===== config.mk =====
export PLATFORM = sky130hd
export DESIGN_NAME = dual_pol_acc_unpack_flat
export DESIGN_NICKNAME = d
export VERILOG_FILES = /design/src/rtl/dual_pol_acc_unpack_if.sv /design/src/rtl/dual_pol_acc_unpack.sv /design/src/flat_wrapper.sv
export SDC_FILE = /design/constraint.sdc
export NUM_CORES = 1
export LEC_CHECK = 0
export CAP_MARGIN = 20
export CORE_ASPECT_RATIO = 0.6
export CORE_MARGIN = 2
export CORE_UTILIZATION = 54
export DETAILED_ROUTE_END_ITERATION = 10
export GPL_TIMING_DRIVEN = 0
export PLACE_DENSITY_LB_ADDON = 0.1
export SYNTH_ARGS = -nofsm -noshare
export SYNTH_HDL_FRONTEND = slang
export SYNTH_SLANG_ARGS = --single-unit

===== constraint.sdc =====
create_clock -name clk -period 19 [get_ports clk]
set_input_delay 3.8 -clock clk [delete_from_list [all_inputs] [get_ports clk]]
set_output_delay 3.8 -clock clk [all_outputs]
set_load 0.005 [all_outputs]

===== src/rtl/dual_pol_acc_unpack_if.sv =====
// Stream bundle for the dual-pol accumulator unpacker: packed vector input
// side plus the serialised complex-word output side.
interface dual_pol_acc_unpack_if #(
  parameter int unsigned ACC_BITS = 19
);
  logic [8*ACC_BITS-1:0] acc_in;
  logic                  valid_in;
  logic                  sync_in;
  logic [2*ACC_BITS-1:0] out_data;
  logic [1:0]            out_pol;
  logic                  out_sync;
  logic                  out_valid;
  logic                  out_ready;

  modport master (
    output acc_in, valid_in, sync_in, out_ready,
    input  out_data, out_pol, out_sync, out_valid
  );

  modport slave (
    input  acc_in, valid_in, sync_in, out_ready,
    output out_data, out_pol, out_sync, out_valid
  );
endinterface


===== src/rtl/dual_pol_acc_unpack.sv =====
// Captures packed XX/YY/XY/YX accumulator vectors into a 2-entry buffer and
// streams them out one complex word per polarisation product.
module dual_pol_acc_unpack #(
  parameter int unsigned BITWIDTH            = 4,
  parameter int unsigned P_FACTOR_BITS       = 3,
  parameter int unsigned SERIAL_ACC_LEN_BITS = 7
) (
  input  logic                  clk,
  input  logic                  rst,
  dual_pol_acc_unpack_if.slave  bus,
  output logic                  overflow,
  output logic [15:0]           drop_count
);

  localparam int unsigned ACC_BITS = 2*BITWIDTH + 1 + P_FACTOR_BITS + SERIAL_ACC_LEN_BITS;
  localparam int unsigned CPX_W    = 2*ACC_BITS;
  localparam int unsigned VEC_W    = 8*ACC_BITS;
  localparam int unsigned ENT_W    = VEC_W + 1;

  logic [ENT_W-1:0] r_mem [2];
  logic             r_rd_ptr;
  logic             r_wr_ptr;
  logic [1:0]       r_count;
  logic [1:0]       r_word;
  logic [CPX_W-1:0] r_out_data;
  logic [1:0]       r_out_pol;
  logic             r_out_sync;
  logic             r_out_valid;
  logic             r_overflow;
  logic [15:0]      r_drop_count;

  logic [ENT_W-1:0] w_head;
  logic [CPX_W-1:0] w_chunk;
  logic             w_empty;
  logic             w_full;
  logic             w_out_free;
  logic             w_load;
  logic             w_pop;
  logic             w_push;
  logic             w_drop;

  assign w_head     = r_mem[r_rd_ptr];
  assign w_empty    = (r_count == 2'd0);
  assign w_full     = (r_count == 2'd2);
  assign w_out_free = !r_out_valid || bus.out_ready;
  assign w_load     = w_out_free && !w_empty;
  assign w_pop      = w_load && (r_word == 2'd3);
  // A pop on the same edge frees a slot, so a full buffer still accepts.
  assign w_push     = !rst && bus.valid_in && (!w_full || w_pop);
  assign w_drop     = bus.valid_in && w_full && !w_pop;

  always_comb begin
    w_chunk = '0;
    unique case (r_word)
      2'd0: w_chunk = w_head[4*CPX_W-1:3*CPX_W];
      2'd1: w_chunk = w_head[3*CPX_W-1:2*CPX_W];
      2'd2: w_chunk = w_head[2*CPX_W-1:1*CPX_W];
      2'd3: w_chunk = w_head[1*CPX_W-1:0];
      default: w_chunk = '0;
    endcase
  end

  // Buffer storage needs no reset; pointers and count define validity.
  always_ff @(posedge clk) begin
    if (w_push) begin
      r_mem[r_wr_ptr] <= {bus.sync_in, bus.acc_in};
    end
  end

  always_ff @(posedge clk) begin
    if (rst) begin
      r_rd_ptr <= 1'b0;
      r_wr_ptr <= 1'b0;
      r_count  <= 2'd0;
    end else begin
      if (w_push) r_wr_ptr <= ~r_wr_ptr;
      if (w_pop)  r_rd_ptr <= ~r_rd_ptr;
      unique case ({w_push, w_pop})
        2'b10:   r_count <= r_count + 2'd1;
        2'b01:   r_count <= r_count - 2'd1;
        default: r_count <= r_count;
      endcase
    end
  end

  // Output word register; holds everything while stalled downstream.
  always_ff @(posedge clk) begin
    if (rst) begin
      r_word      <= 2'd0;
      r_out_data  <= '0;
      r_out_pol   <= 2'd0;
      r_out_sync  <= 1'b0;
      r_out_valid <= 1'b0;
    end else if (w_load) begin
      r_out_data  <= w_chunk;
      r_out_pol   <= r_word;
      r_out_sync  <= w_head[VEC_W] && (r_word == 2'd0);
      r_out_valid <= 1'b1;
      r_word      <= r_word + 2'd1;
    end else if (w_out_free) begin
      r_out_valid <= 1'b0;
    end
  end

  always_ff @(posedge clk) begin
    if (rst) begin
      r_overflow   <= 1'b0;
      r_drop_count <= 16'd0;
    end else if (w_drop) begin
      r_overflow <= 1'b1;
      if (r_drop_count != 16'hFFFF) begin
        r_drop_count <= r_drop_count + 16'd1;
      end
    end
  end

  assign bus.out_data  = r_out_data;
  assign bus.out_pol   = r_out_pol;
  assign bus.out_sync  = r_out_sync;
  assign bus.out_valid = r_out_valid;
  assign overflow      = r_overflow;
  assign drop_count    = r_drop_count;

endmodule


===== src/flat_wrapper.sv =====
// flat-port wrapper written by rule: the top's interface ports become plain ports
module dual_pol_acc_unpack_flat 
#(
  parameter int unsigned BITWIDTH            = 4,
  parameter int unsigned P_FACTOR_BITS       = 3,
  parameter int unsigned SERIAL_ACC_LEN_BITS = 7
)
  (clk, rst, overflow, drop_count, bus_acc_in, bus_valid_in, bus_sync_in, bus_out_ready, bus_out_data, bus_out_pol, bus_out_sync, bus_out_valid);
  dual_pol_acc_unpack_if bus_i ();
  input  logic clk;
  input  logic rst;
  output logic overflow;
  output logic [15:0] drop_count;
  input wire logic [$bits(bus_i.acc_in)-1:0] bus_acc_in;
  input wire logic [$bits(bus_i.valid_in)-1:0] bus_valid_in;
  input wire logic [$bits(bus_i.sync_in)-1:0] bus_sync_in;
  input wire logic [$bits(bus_i.out_ready)-1:0] bus_out_ready;
  output wire logic [$bits(bus_i.out_data)-1:0] bus_out_data;
  output wire logic [$bits(bus_i.out_pol)-1:0] bus_out_pol;
  output wire logic [$bits(bus_i.out_sync)-1:0] bus_out_sync;
  output wire logic [$bits(bus_i.out_valid)-1:0] bus_out_valid;
  assign bus_i.acc_in = bus_acc_in;
  assign bus_i.valid_in = bus_valid_in;
  assign bus_i.sync_in = bus_sync_in;
  assign bus_i.out_ready = bus_out_ready;
  assign bus_out_data = bus_i.out_data;
  assign bus_out_pol = bus_i.out_pol;
  assign bus_out_sync = bus_i.out_sync;
  assign bus_out_valid = bus_i.out_valid;
  dual_pol_acc_unpack #(.BITWIDTH(BITWIDTH), .P_FACTOR_BITS(P_FACTOR_BITS), .SERIAL_ACC_LEN_BITS(SERIAL_ACC_LEN_BITS)) u_core (.clk(clk), .rst(rst), .bus(bus_i), .overflow(overflow), .drop_count(drop_count));
endmodule

# Yosys cells after proc, flatten, opt, wreduce, memory -nomap -nowiden
# Memory sizes are Yosys's and may differ from the RTL's. A register that Yosys moved wholly into a read port is not among the register bits.
# Index checks and enable logic that the tools add are counted.
[word_totals] ff_bits=65 ram_bits=306 in_bits=157 out_inout_bits=59 word_cells=51 memories=1
[classes] addsub=4 n_eq_ne=7 muxes=8 bitwise=2 reduce_logical=19
[mem_list] memory="u_core.r_mem" depth=2 width=153 read_ports=1 rd_ports_with_merged_regs=1 wr=1 line_no="dual_pol_acc_unpack.sv:20" rtl="logic [ENT_W-1:0] r_mem [2];"
[ops] cell="case mux 38 bit (4 select lines)" count=1
[ops] cell="adder 16 x 1 -> 16 bit, second input constant" count=1
[ops] cell="!= test 16 bit, second input constant" count=1
[ops] cell="== test 2 bit, second input constant" count=4
[ops] cell="logical AND 1 bit" count=7
[ops] cell="2-to-1 mux 1 bit" count=6
[ops] cell="zero test 1 bit" count=5
[ops] cell="adder 2 x 1 -> 2 bit, second input constant" count=2
[ops] cell="== test 2 x 1 -> 1 bit, second input constant" count=2
[ops] cell="zero test 2 bit" count=2
[ops] cell="case mux 2 bit (2 select lines)" count=1
[ops] cell="nonzero test 2 bit" count=2
[ops] cell="logical OR 1 bit" count=2
[ops] cell="NOT 1 bit" count=2
[ops] cell="AND reduction 2 bit" count=1
[ops] cell="subtractor 2 x 1 -> 2 bit, second input constant" count=1

# Longest topological paths before layout
[logic_depth] depth_word=8 depth_mapped=8 depth_no_buf=6

# Least setup slack after synthesis
# No wires, ideal clock.
[synth_path] path_kind="input port to flip-flop" from="input rst" to="memory u_core.r_mem[1][0] (netlist bit) (enable)" setup_ns=0.884 t_arrival_ns=15.347 required_time_ns=18.116 slack_ns=2.769 stages=3 n_path_buf=2 path_cell_list="clkbuf_1 buf_1 nor3b_1"
[synth_between] elab_chain_cells=5
[synth_lines] element="start: declaration" line_no="flat_wrapper.sv:11" rtl="input logic rst;"
[synth_lines] element="zero test 1 bit" line_no="dual_pol_acc_unpack.sv:49" rtl="assign w_push = !rst && bus.valid_in && (!w_full || w_pop);"
[synth_lines] element="logical AND 1 bit (2 in a row)" line_no="dual_pol_acc_unpack.sv:49"
[synth_lines] element="2-to-1 mux 1 bit" line_no="dual_pol_acc_unpack.sv:65" rtl="if (w_push) begin"
[synth_lines] element="2-to-1 mux 1 bit (not written as such)" line_no="dual_pol_acc_unpack.sv:66" rtl="r_mem[r_wr_ptr] <= {bus.sync_in, bus.acc_in};"
[synth_lines] element="end: declaration" line_no="dual_pol_acc_unpack.sv:20"
# No other way between the ends.

# Worst setup path in the final report
[layout_path] from="input rst" to="memory u_core.r_mem[1][126] (netlist bit) (enable)"
# The elaborated chain is that of the path after synthesis.

==> results.yml <==
setup_path:
  startpoint_type: "input port"
  r2r_cells: 13
  worstSetupPathDepth: 10
  crit_fanout: 12
  crit_type: "input port to register"
  slowest_stage: "nor3b_2"
  cp.arrival_ns: 6.82
  required_ns: 19.22
  slowest_delay_ns: 0.77
  cpLargestDelayFamily: "buffers and inverters"
  worst-path-buf-inv: 9
  path_cells: "clkdlybuf4s50_1, clkbuf_1, buf_1, nor3b_2, buf_8, buf_6, buf_6, buf_6, buf_6, buf_6"
  crit_path_end_kind: "register"
  cpMostUsedCell: "buf_6"
placement:
  post_dp_cell_area_um2: 16900
  port_buffers: 215
  dp_hpwl_um: 24200
  gp_congestion: 0.811
  dpl.cell_count: 1416
  pre_cts_ws_ns: 11.85
timing:
  whs_ns: 0.446
  fin_setup_tns_ns: 0
  finalMaxSlewViolations: 0
  finalCritPeriodShare_pct: 34.8
  setup_viol: 0
  finalClockSkew_ns: 0.0127
  fin_crit_ns: 6.60
  hold_viol_final: 0
  rsz0062_at_grt: "no"
  relSlewSlack_pct: 43.1
  fmax_mhz: 151
  worstMarginPinSlew_ns: 0.853
  setup_ws_ns: 12.40
synth:
  async_flop_share_pct: 0
  synth_nets: 1004
  synth.most_common_cell: "edfxtp_1"
  yosysTopAreaCell: "edfxtp_1"
  synth_ff_type: "edfxtp_1"
  synth_seq_cells: 372
  postSynthAreaPerCell_um2: 16.6
  netlist_top_cells_area: "edfxtp_1, dfxtp_1, mux2i_1"
  synth_common_cells: "edfxtp_1, mux2i_1, a222oi_1"
  ys_seq_area_share_pct: 75.2
  syn_inst: 841
  ys_warn_count: 0
  ys_types: 45
  synth-edff-count: 306
  synth_top_area_share_pct: 65.8
  synth_area_um2: 14000
grt:
  overflow: 0
  grt_usage_pct: 25.3
  antenna_found_initial: 6
  grt_pass1_vias: 8866
  grt_max_degree: 17
  grt_pass1_wl_um: 51400
cells_and_area:
  fin_cells: 1481
  drive_above_1_share_pct: 12.2
  fin_area_um2: 18100
  nets: 1286
  utilization_pct: 71.3
  nFillCells: 1677
  syn_to_final_growth_pct: 29.2
drt:
  dr.pass1.iters: 6
  drt_iter0_markers: 1209
  wl_per_cell_um: 23.1
  drtAntennaViolNets: 0
  drc: 0
  drt_wl_total_um: 34200
  via_per_inst: 5.99
  vias: 8875
cts:
  clockBufferDepth: 3
  clk_pin_slew_ns: 0.06
  cts_max_level: 2
  postCtsSetupRepairBufs: 0
  clk_latency_ns: 0.52
  cts.hold.buffers_added: 0
  cts_buffers: 34
  cts_tree: "built"
  clock_sinks: 372
  cts_root_buf: "clkbuf_16"
  ctsResizeCount: 0
floorplanning:
  initial_utilization_pct: 55.1
  die_x_um: 212
  dieHeight_um: 129
  core_area_um2: 25300
  row_count: 45
  die_area_um2: 27200
  io_pins: 216
pwr:
  peakVddDrop_v: 0.0000904
  power_mw: 1.85
  cellLeakagePower_nw: 5.89
  p_per_area_nw_per_um2: 102
worst_hold_path:
  hp-class: "register to register"
  min_path_cells: 2
status:
  status: "finished, final reports clean"
flow_run:
  cap_viol_max_count: 0
[worst paths after layout]
kind                    start                    to  slack (ns)
max                       rst  u_core.r_mem[1][126]       12.40
min           u_core.overflow       u_core.overflow        0.45
max reg2reg  u_core.r_word[0]  u_core.r_mem[1][126]       15.20
min reg2reg   u_core.overflow       u_core.overflow        0.45
[tightest hold or removal path, cell delays in order, from the launching register on]
cell     delay, ns
dfxtp_1       0.31
inv_1         0.05
a21oi_1       0.05
[sequential cells by signal, summed over array words and instances (netlist names), named ones only]
register / count
u_core.drop_count: 16
u_core.bus.out_valid: 1
u_core.r_mem: 306
u_core.bus.out_pol: 2
u_core.r_count: 2
u_core.bus.out_data: 38
u_core.bus.out_sync: 1
u_core.r_wr_ptr: 1
u_core.r_word: 2
u_core.overflow: 1
u_core.r_rd_ptr: 1
[where the power goes]
part	internal [mW]	switching, mW	total [mW]
clock network	0.410	0.287	0.698
logic	0.102	0.108	0.209
registers	0.923	0.0157	0.939
total	1.43	0.411	1.85
[layer usage]
layer	vias up	GRT usage, %	share of wire [%]
met1	4425	38.0	45
met5	-	0	0.079
met3	45	5.69	9.0
li1	4018	-	-
met2	383	38.1	45
met4	4	6.17	1.6
[cells in the final DEF (no fill, tap or decap), types with 3 or more instances in the layout]
cell             count
bufinv_16            3
a222oi_1            76
nand3_1              6
mux2_2              11
or4_1                4
nor2b_1             11
mux2i_1             77
a32o_1              38
edfxtp_1           306
or2_2               27
nor2_1              20
clkbuf_8             3
or2_0               11
buf_6               27
clkinv_1             3
o31ai_1              3
clkbuf_16           37
dfxtp_1             66
ha_1                 6
clkbuf_1            42
nand4_1              4
nand2_1             53
buf_8                5
a21oi_1             15
a211oi_1             7
diode_2              3
nor4_1               3
inv_1               10
buf_1               10
clkdlybuf4s50_1    215
buf_2               17
[final cells by class]
cell class                      count  area, µm²  area share, %
Timing Repair Buffer              246       2520           13.9
Clock buffer                       53       1020           5.63
Antenna cell                        3       7.51         0.0416
Inverter                           11       41.3          0.229
Tap cell                          329        412           2.28
Buffer                             58        254           1.41
Multi-Input combinational cell    400       3180           17.6
Sequential cell                   372      10500           58.2
Clock inverter                      9        120          0.665
[cells by family after synthesis]
logic type	count (synthesis)	synth area share (%)
adders and majority gates	6	0.537
xor gates and xnor gates	2	0.125
and+or+nand+nor	154	5.65
DFF	372	75.2
buffers and inverters	69	2.11
muxes	88	6.40
AOI/OAI and AO/OA	150	9.95
Power figures use the tool's default switching activity.
